`src/rtl/uart_pkg.sv`:
```
// Shared types, frame constants and parity helper for the UART TX/RX engines.
package uart_pkg;

    localparam int unsigned DATA_BITS = 8;

    typedef enum logic [2:0] {
        IDLE,
        START,
        DATA,
        PARITY,
        STOP
    } uart_state_t;

    // Even parity is the XOR of the data bits; odd parity is its inverse.
    function automatic logic calc_parity(input logic [DATA_BITS-1:0] data, input logic odd);
        return (^data) ^ odd;
    endfunction

endpackage

```
`src/rtl/uart_bit_timer.sv`:
```
// Bit-period counter: ticks at the end of a bit, or at mid-bit while half is set.
module uart_bit_timer #(
    parameter int unsigned CLKS_PER_BIT = 16
) (
    input  logic clk,
    input  logic reset,
    input  logic restart,
    input  logic half,
    output logic tick
);

    localparam int unsigned CW = $clog2(CLKS_PER_BIT);
    localparam logic [CW-1:0] FULL_LAST = CW'(CLKS_PER_BIT - 1);
    // Mid-bit tick fires one cycle early to absorb the cycle spent detecting the start edge.
    localparam logic [CW-1:0] HALF_LAST = CW'(CLKS_PER_BIT / 2 - 2);

    logic [CW-1:0] r_cnt;

    assign tick = (r_cnt == (half ? HALF_LAST : FULL_LAST));

    always_ff @(posedge clk or negedge reset) begin
        if (!reset) begin
            r_cnt <= '0;
        end else if (restart || tick) begin
            r_cnt <= '0;
        end else begin
            r_cnt <= r_cnt + CW'(1);
        end
    end

endmodule

```
`src/rtl/uart_core.sv`:
```
// Full-duplex 8-bit UART: independent TX serialiser and RX deserialiser with
// shared parity configuration.
module uart_core
    import uart_pkg::*;
#(
    parameter int unsigned CLKS_PER_BIT = 16
) (
    input  logic                 clk,
    input  logic                 reset,
    input  logic [DATA_BITS-1:0] data_in,
    input  logic                 send,
    input  logic                 parity_en,
    input  logic                 parity_odd,
    output logic                 tx,
    output logic                 busy,
    input  logic                 rx,
    output logic [DATA_BITS-1:0] data_out,
    output logic                 data_valid,
    output logic                 parity_error
);

    localparam int unsigned IDX_W = $clog2(DATA_BITS);
    localparam logic [IDX_W-1:0] LAST_IDX = IDX_W'(DATA_BITS - 1);

    uart_state_t          r_tx_state;
    logic [DATA_BITS-1:0] r_tx_shift;
    logic [IDX_W-1:0]     r_tx_idx;
    logic                 r_tx_pen;
    logic                 r_tx_par;
    logic                 w_tx_restart;
    logic                 w_tx_tick;

    uart_state_t          r_rx_state;
    logic                 r_rx_meta;
    logic                 r_rx_sync;
    logic [DATA_BITS-1:0] r_rx_shift;
    logic [IDX_W-1:0]     r_rx_idx;
    logic                 r_rx_pen;
    logic                 r_rx_podd;
    logic                 r_rx_par;
    logic                 r_rx_wait;
    logic                 w_rx_restart;
    logic                 w_rx_half;
    logic                 w_rx_tick;

    assign w_tx_restart = (r_tx_state == IDLE);
    assign w_rx_restart = (r_rx_state == IDLE);
    assign w_rx_half    = (r_rx_state == START);

    uart_bit_timer #(.CLKS_PER_BIT(CLKS_PER_BIT)) u_tx_timer (
        .clk     (clk),
        .reset   (reset),
        .restart (w_tx_restart),
        .half    (1'b0),
        .tick    (w_tx_tick)
    );

    uart_bit_timer #(.CLKS_PER_BIT(CLKS_PER_BIT)) u_rx_timer (
        .clk     (clk),
        .reset   (reset),
        .restart (w_rx_restart),
        .half    (w_rx_half),
        .tick    (w_rx_tick)
    );

    // Transmitter: frame fields are latched at acceptance so input changes mid-frame are ignored.
    always_ff @(posedge clk or negedge reset) begin
        if (!reset) begin
            r_tx_state <= IDLE;
            r_tx_shift <= '0;
            r_tx_idx   <= '0;
            r_tx_pen   <= 1'b0;
            r_tx_par   <= 1'b0;
            tx         <= 1'b1;
            busy       <= 1'b0;
        end else begin
            case (r_tx_state)
                IDLE: begin
                    if (send) begin
                        r_tx_shift <= data_in;
                        r_tx_pen   <= parity_en;
                        r_tx_par   <= calc_parity(data_in, parity_odd);
                        tx         <= 1'b0;
                        busy       <= 1'b1;
                        r_tx_state <= START;
                    end
                end
                START: begin
                    if (w_tx_tick) begin
                        tx         <= r_tx_shift[0];
                        r_tx_idx   <= '0;
                        r_tx_state <= DATA;
                    end
                end
                DATA: begin
                    if (w_tx_tick) begin
                        if (r_tx_idx == LAST_IDX) begin
                            if (r_tx_pen) begin
                                tx         <= r_tx_par;
                                r_tx_state <= PARITY;
                            end else begin
                                tx         <= 1'b1;
                                r_tx_state <= STOP;
                            end
                        end else begin
                            tx         <= r_tx_shift[1];
                            r_tx_shift <= {1'b0, r_tx_shift[DATA_BITS-1:1]};
                            r_tx_idx   <= r_tx_idx + IDX_W'(1);
                        end
                    end
                end
                PARITY: begin
                    if (w_tx_tick) begin
                        tx         <= 1'b1;
                        r_tx_state <= STOP;
                    end
                end
                STOP: begin
                    if (w_tx_tick) begin
                        busy       <= 1'b0;
                        r_tx_state <= IDLE;
                    end
                end
                default: r_tx_state <= IDLE;
            endcase
        end
    end

    always_ff @(posedge clk or negedge reset) begin
        if (!reset) begin
            r_rx_meta <= 1'b1;
            r_rx_sync <= 1'b1;
        end else begin
            r_rx_meta <= rx;
            r_rx_sync <= r_rx_meta;
        end
    end

    // Receiver: IDLE is only entered with the line high, so a low level there is a falling edge.
    always_ff @(posedge clk or negedge reset) begin
        if (!reset) begin
            r_rx_state   <= IDLE;
            r_rx_shift   <= '0;
            r_rx_idx     <= '0;
            r_rx_pen     <= 1'b0;
            r_rx_podd    <= 1'b0;
            r_rx_par     <= 1'b0;
            r_rx_wait    <= 1'b0;
            data_out     <= '0;
            data_valid   <= 1'b0;
            parity_error <= 1'b0;
        end else begin
            data_valid <= 1'b0;
            case (r_rx_state)
                IDLE: begin
                    if (!r_rx_sync) begin
                        r_rx_state <= START;
                    end
                end
                START: begin
                    if (w_rx_tick) begin
                        if (!r_rx_sync) begin
                            r_rx_pen   <= parity_en;
                            r_rx_podd  <= parity_odd;
                            r_rx_idx   <= '0;
                            r_rx_state <= DATA;
                        end else begin
                            r_rx_state <= IDLE;
                        end
                    end
                end
                DATA: begin
                    if (w_rx_tick) begin
                        r_rx_shift <= {r_rx_sync, r_rx_shift[DATA_BITS-1:1]};
                        if (r_rx_idx == LAST_IDX) begin
                            r_rx_state <= r_rx_pen ? PARITY : STOP;
                        end else begin
                            r_rx_idx <= r_rx_idx + IDX_W'(1);
                        end
                    end
                end
                PARITY: begin
                    if (w_rx_tick) begin
                        r_rx_par   <= r_rx_sync;
                        r_rx_state <= STOP;
                    end
                end
                STOP: begin
                    if (r_rx_wait) begin
                        if (r_rx_sync) begin
                            r_rx_wait  <= 1'b0;
                            r_rx_state <= IDLE;
                        end
                    end else if (w_rx_tick) begin
                        if (r_rx_sync) begin
                            data_out     <= r_rx_shift;
                            parity_error <= r_rx_pen & (r_rx_par != calc_parity(r_rx_shift, r_rx_podd));
                            data_valid   <= 1'b1;
                            r_rx_state   <= IDLE;
                        end else begin
                            r_rx_wait <= 1'b1;
                        end
                    end
                end
                default: r_rx_state <= IDLE;
            endcase
        end
    end

endmodule

```
`config.mk`:
```
export PLATFORM = sky130hd
export DESIGN_NAME = uart_core
export DESIGN_NICKNAME = d
export VERILOG_FILES = /design/src/rtl/uart_pkg.sv /design/src/rtl/uart_bit_timer.sv /design/src/rtl/uart_core.sv
export SDC_FILE = /design/constraint.sdc
export NUM_CORES = 1
export LEC_CHECK = 0
export BUFFER_PORTS_ARGS = -buffer_cell sky130_fd_sc_hd__buf_2
export CORE_ASPECT_RATIO = 0.8
export CORE_UTILIZATION = 55
export DETAILED_ROUTE_END_ITERATION = 16
export PLACE_DENSITY = 0.75
export SLEW_MARGIN = 20
export SYNTH_ARGS = -nofsm -noshare
export SYNTH_HDL_FRONTEND = slang
export SYNTH_SLANG_ARGS = --single-unit
```
`constraint.sdc`:
```
create_clock -name clk -period 2.36 [get_ports clk]
set_clock_uncertainty 0.2 [all_clocks]
set_input_delay 0.472 -clock clk [delete_from_list [all_inputs] [get_ports clk]]
set_output_delay 0.472 -clock clk [all_outputs]
set_load 0.05 [all_outputs]
```
==> metrics <==
VDD IR-drop max around 0.0005 V; Finished Layout Cells 333; Synth cell types 46; commonest non-fill, non-tap cell in the layout dfrtp_1; Critical Path RT 2.37 ns; total net switching power around 0.84 mW; Worst-Skew Late Latency between 0.3 and 0.4 ns; Final Hold Fails 0; mapped cell area roughly 2800 sq um; H-tree level count 2; count of input and output buffers 25; CTS max path bufs 2; Die Ht between 60 and 70 microns; minimum clock period between 2 and 2.5 ns; hold_ws 0.05645 ns; share of layout cells above drive strength 1 0.2784; fin. max-slew vios 0; DR iter-0 viols 90; hold buffer count at CTS 1; Critical Path Fanout Max 5; Mean Syn Cell Area 11.39 sq um; pin count of the biggest net entering global routing 24; GRT Resource Usage Total 0.2007; CTS tree done; Post-synth EDFFs 0; Critical Path End Type register; slew margin rel. 0.6359; ys flop type dfrtp_1; arrival time worst endpoint 2.14 ns; post-synth top area cell dfrtp_1; final setup fails 0; status complete, no violations; top post-synthesis cells by area dfrtp_1 (48%), mux2_2 (9.3%), xnor2_1 (5.3%); Area Growth Syn to Fin 9.592%; antenna diode count 0; Sequential Power Share 0.534; worst hold path class input port to register; I/O pins 26; antenna violations before repair 0; sequential area share after synthesis 0.5034; hpwl dp between 3000 and 4000 microns; Setup crit start kind register; Via density roughly 5.4; Comb pwr share 0.246; pwr dens 802.7 nW/um^2; grt ovf 0; root buf cell clkbuf_8; CTS Sinks 56; Worst Tran Pin Value about 0.55 ns; sw frac 0.3419; routability congestion estimate 0.7752; Post-Place Cells 324; synth warn 0; first drt pass iteration count 4; CTS resizes 0; CTS buffer count 5; Internal 1.616 mW; # rows 22; critical path type register to register; drt drc 0; wire per inst roughly 14 microns; Syn Nets 265; crit share post-route 0.9043; Initial Utilization 0.5896; Clk pwr share 0.219; Die Area between 5000 and 6000 sq um; setup TNS 0 ns; first-pass GRT wire length 7907 microns; setup slack after layout about 0.23 ns; RSZ-0062 raised after global routing no; chip width slightly above 80 microns; Setup Fix Bufs, Post-CTS 0; fmax approximately 0.47 GHz; final WL 4596 microns; vias in the first global route approximately 1.7k; Layout Nets between 200 and 300; Synth top area share 0.4751; synthesized flop and latch total 56; Leakage between 1 and 1.5 nW; Syn Inst Count about 250; most frequent cells in the layout dfrtp_1 (53), buf_2 (25), nand2_1 (24); Core ar. between 4000 and 5000 sq um; Vias roughly 1.8k; async set-reset flop share out of synthesis 1.000; CTS clk-pin slew, worst paths approximately 0.09 ns; MaxCap Viol Count 0; Antenna Nets Post-Route 0; Design Power approximately 2.5 mW; pre-CTS WS 0.2417 ns
## synthesized netlist by cell type, types with 2 or more instances
| cell type | number |
|---|---|
| nand3b_1 | 2 |
| nor3_4 | 2 |
| mux2_2 | 23 |
| o31ai_1 | 2 |
| buf_2 | 3 |
| ha_1 | 6 |
| o21ai_0 | 19 |
| buf_4 | 3 |
| o21ai_1 | 2 |
| nand3_1 | 7 |
| mux2i_1 | 9 |
| o21ai_2 | 2 |
| inv_1 | 5 |
| nor2_1 | 16 |
| dfstp_2 | 3 |
| dfrtp_1 | 53 |
| nand2b_1 | 6 |
| and3_1 | 3 |
| xnor2_1 | 17 |
| buf_6 | 2 |
| nor3_1 | 5 |
| nand2_1 | 24 |
| xor2_1 | 3 |
| a21oi_1 | 5 |
| mux2_4 | 2 |
## worst max-delay path, cell delays in order (launching register included)
cell and delay (ns):
dfrtp_1 0.41, ha_1 0.20, ha_1 0.24, mux2_2 0.28, o22a_1 0.17, o21ai_0 0.30
nor2_1 0.09, a21o_1 0.16
## stage by stage
| step | utilization | area, sq um |
|---|---|---|
| detailed placement | 0.6237 | 2953 |
| CTS | 0.6461 | 3059 |
| global route | 0.6461 | 3059 |
| floorplan | - | 2791 |
| finish | 0.6461 | 3059 |
| global placement | 0.6237 | 2953 |
## state kept, by name, summed over array words and instances, names as in the netlist, 3 cells and up
register	cells
r_rx_shift	8
r_tx_shift	8
data_out	8
r_rx_state	3
r_tx_state	3
u_tx_timer.r_cnt	4
r_rx_idx	3
r_tx_idx	3
u_rx_timer.r_cnt	4
## layer usage
layer | part of all wire | track usage | vias to the layer above | routed length (microns)
li1 | - | - | 908 | -
met1 | 0.51 | 0.2935 | 871 | 2353
met2 | 0.44 | 0.2865 | 29 | 2025
met3 | 0.035 | 0.04306 | 5 | 160
met4 | 0.012 | 0.08772 | 0 | 55
met5 | 0 | 0 | - | 0
## power by group through the flow
stage | registers (mW) | clock network, mW | logic, mW
final | 1.31 | 0.539 | 0.605
after global routing | 1.33 | 0.607 | 0.688
after CTS | 1.31 | 0.563 | 0.610
after detailed placement | 1.33 | 0 | 0.606
after global placement | 1.32 | 0 | 0.588
after floorplan | 1.26 | 0 | 0.529
## cell families (layout without fill, tap and decap cells)
logic type	Yosys count	count (layout)	share of synthesized area
multiplexers	34	34	0.1358
XOR/XNOR	21	21	0.07082
adder cells (fa/ha/maj)	6	6	0.02689
AND/OR/NAND/NOR	74	74	0.1475
AO/OA/AOI/OAI	39	39	0.08427
buffers and inverters	15	43	0.03137
flip-flops	56	56	0.5034
## worst paths after layout
check	start	cells past startpoint	endpoint	slack (ns)
worst max register to register	r_tx_idx[0]	7	r_tx_state[0]	0.23
worst max-delay path	r_tx_idx[0]	7	r_tx_state[0]	0.23
min in group asynchronous	reset	2	r_tx_shift[2]	0.47
max in group asynchronous	reset	3	r_rx_meta	0.78
worst min register to register	r_rx_meta	0	r_rx_sync	0.16
worst min-delay path	rx	1	r_rx_meta	0.06
## cell type report
| type | count | area (sq um) |
|---|---|---|
| multi-input combinational | 174 | 1299 |
| timing repair buffer | 30 | 165.2 |
| clock inverter | 3 | 27.53 |
| fill | 395 | 1675 |
| inverter | 5 | 18.77 |
| tap | 60 | 75.07 |
| sequential | 56 | 1405 |
| clock buffer | 5 | 68.82 |
Power figures use the tool's default switching activity.
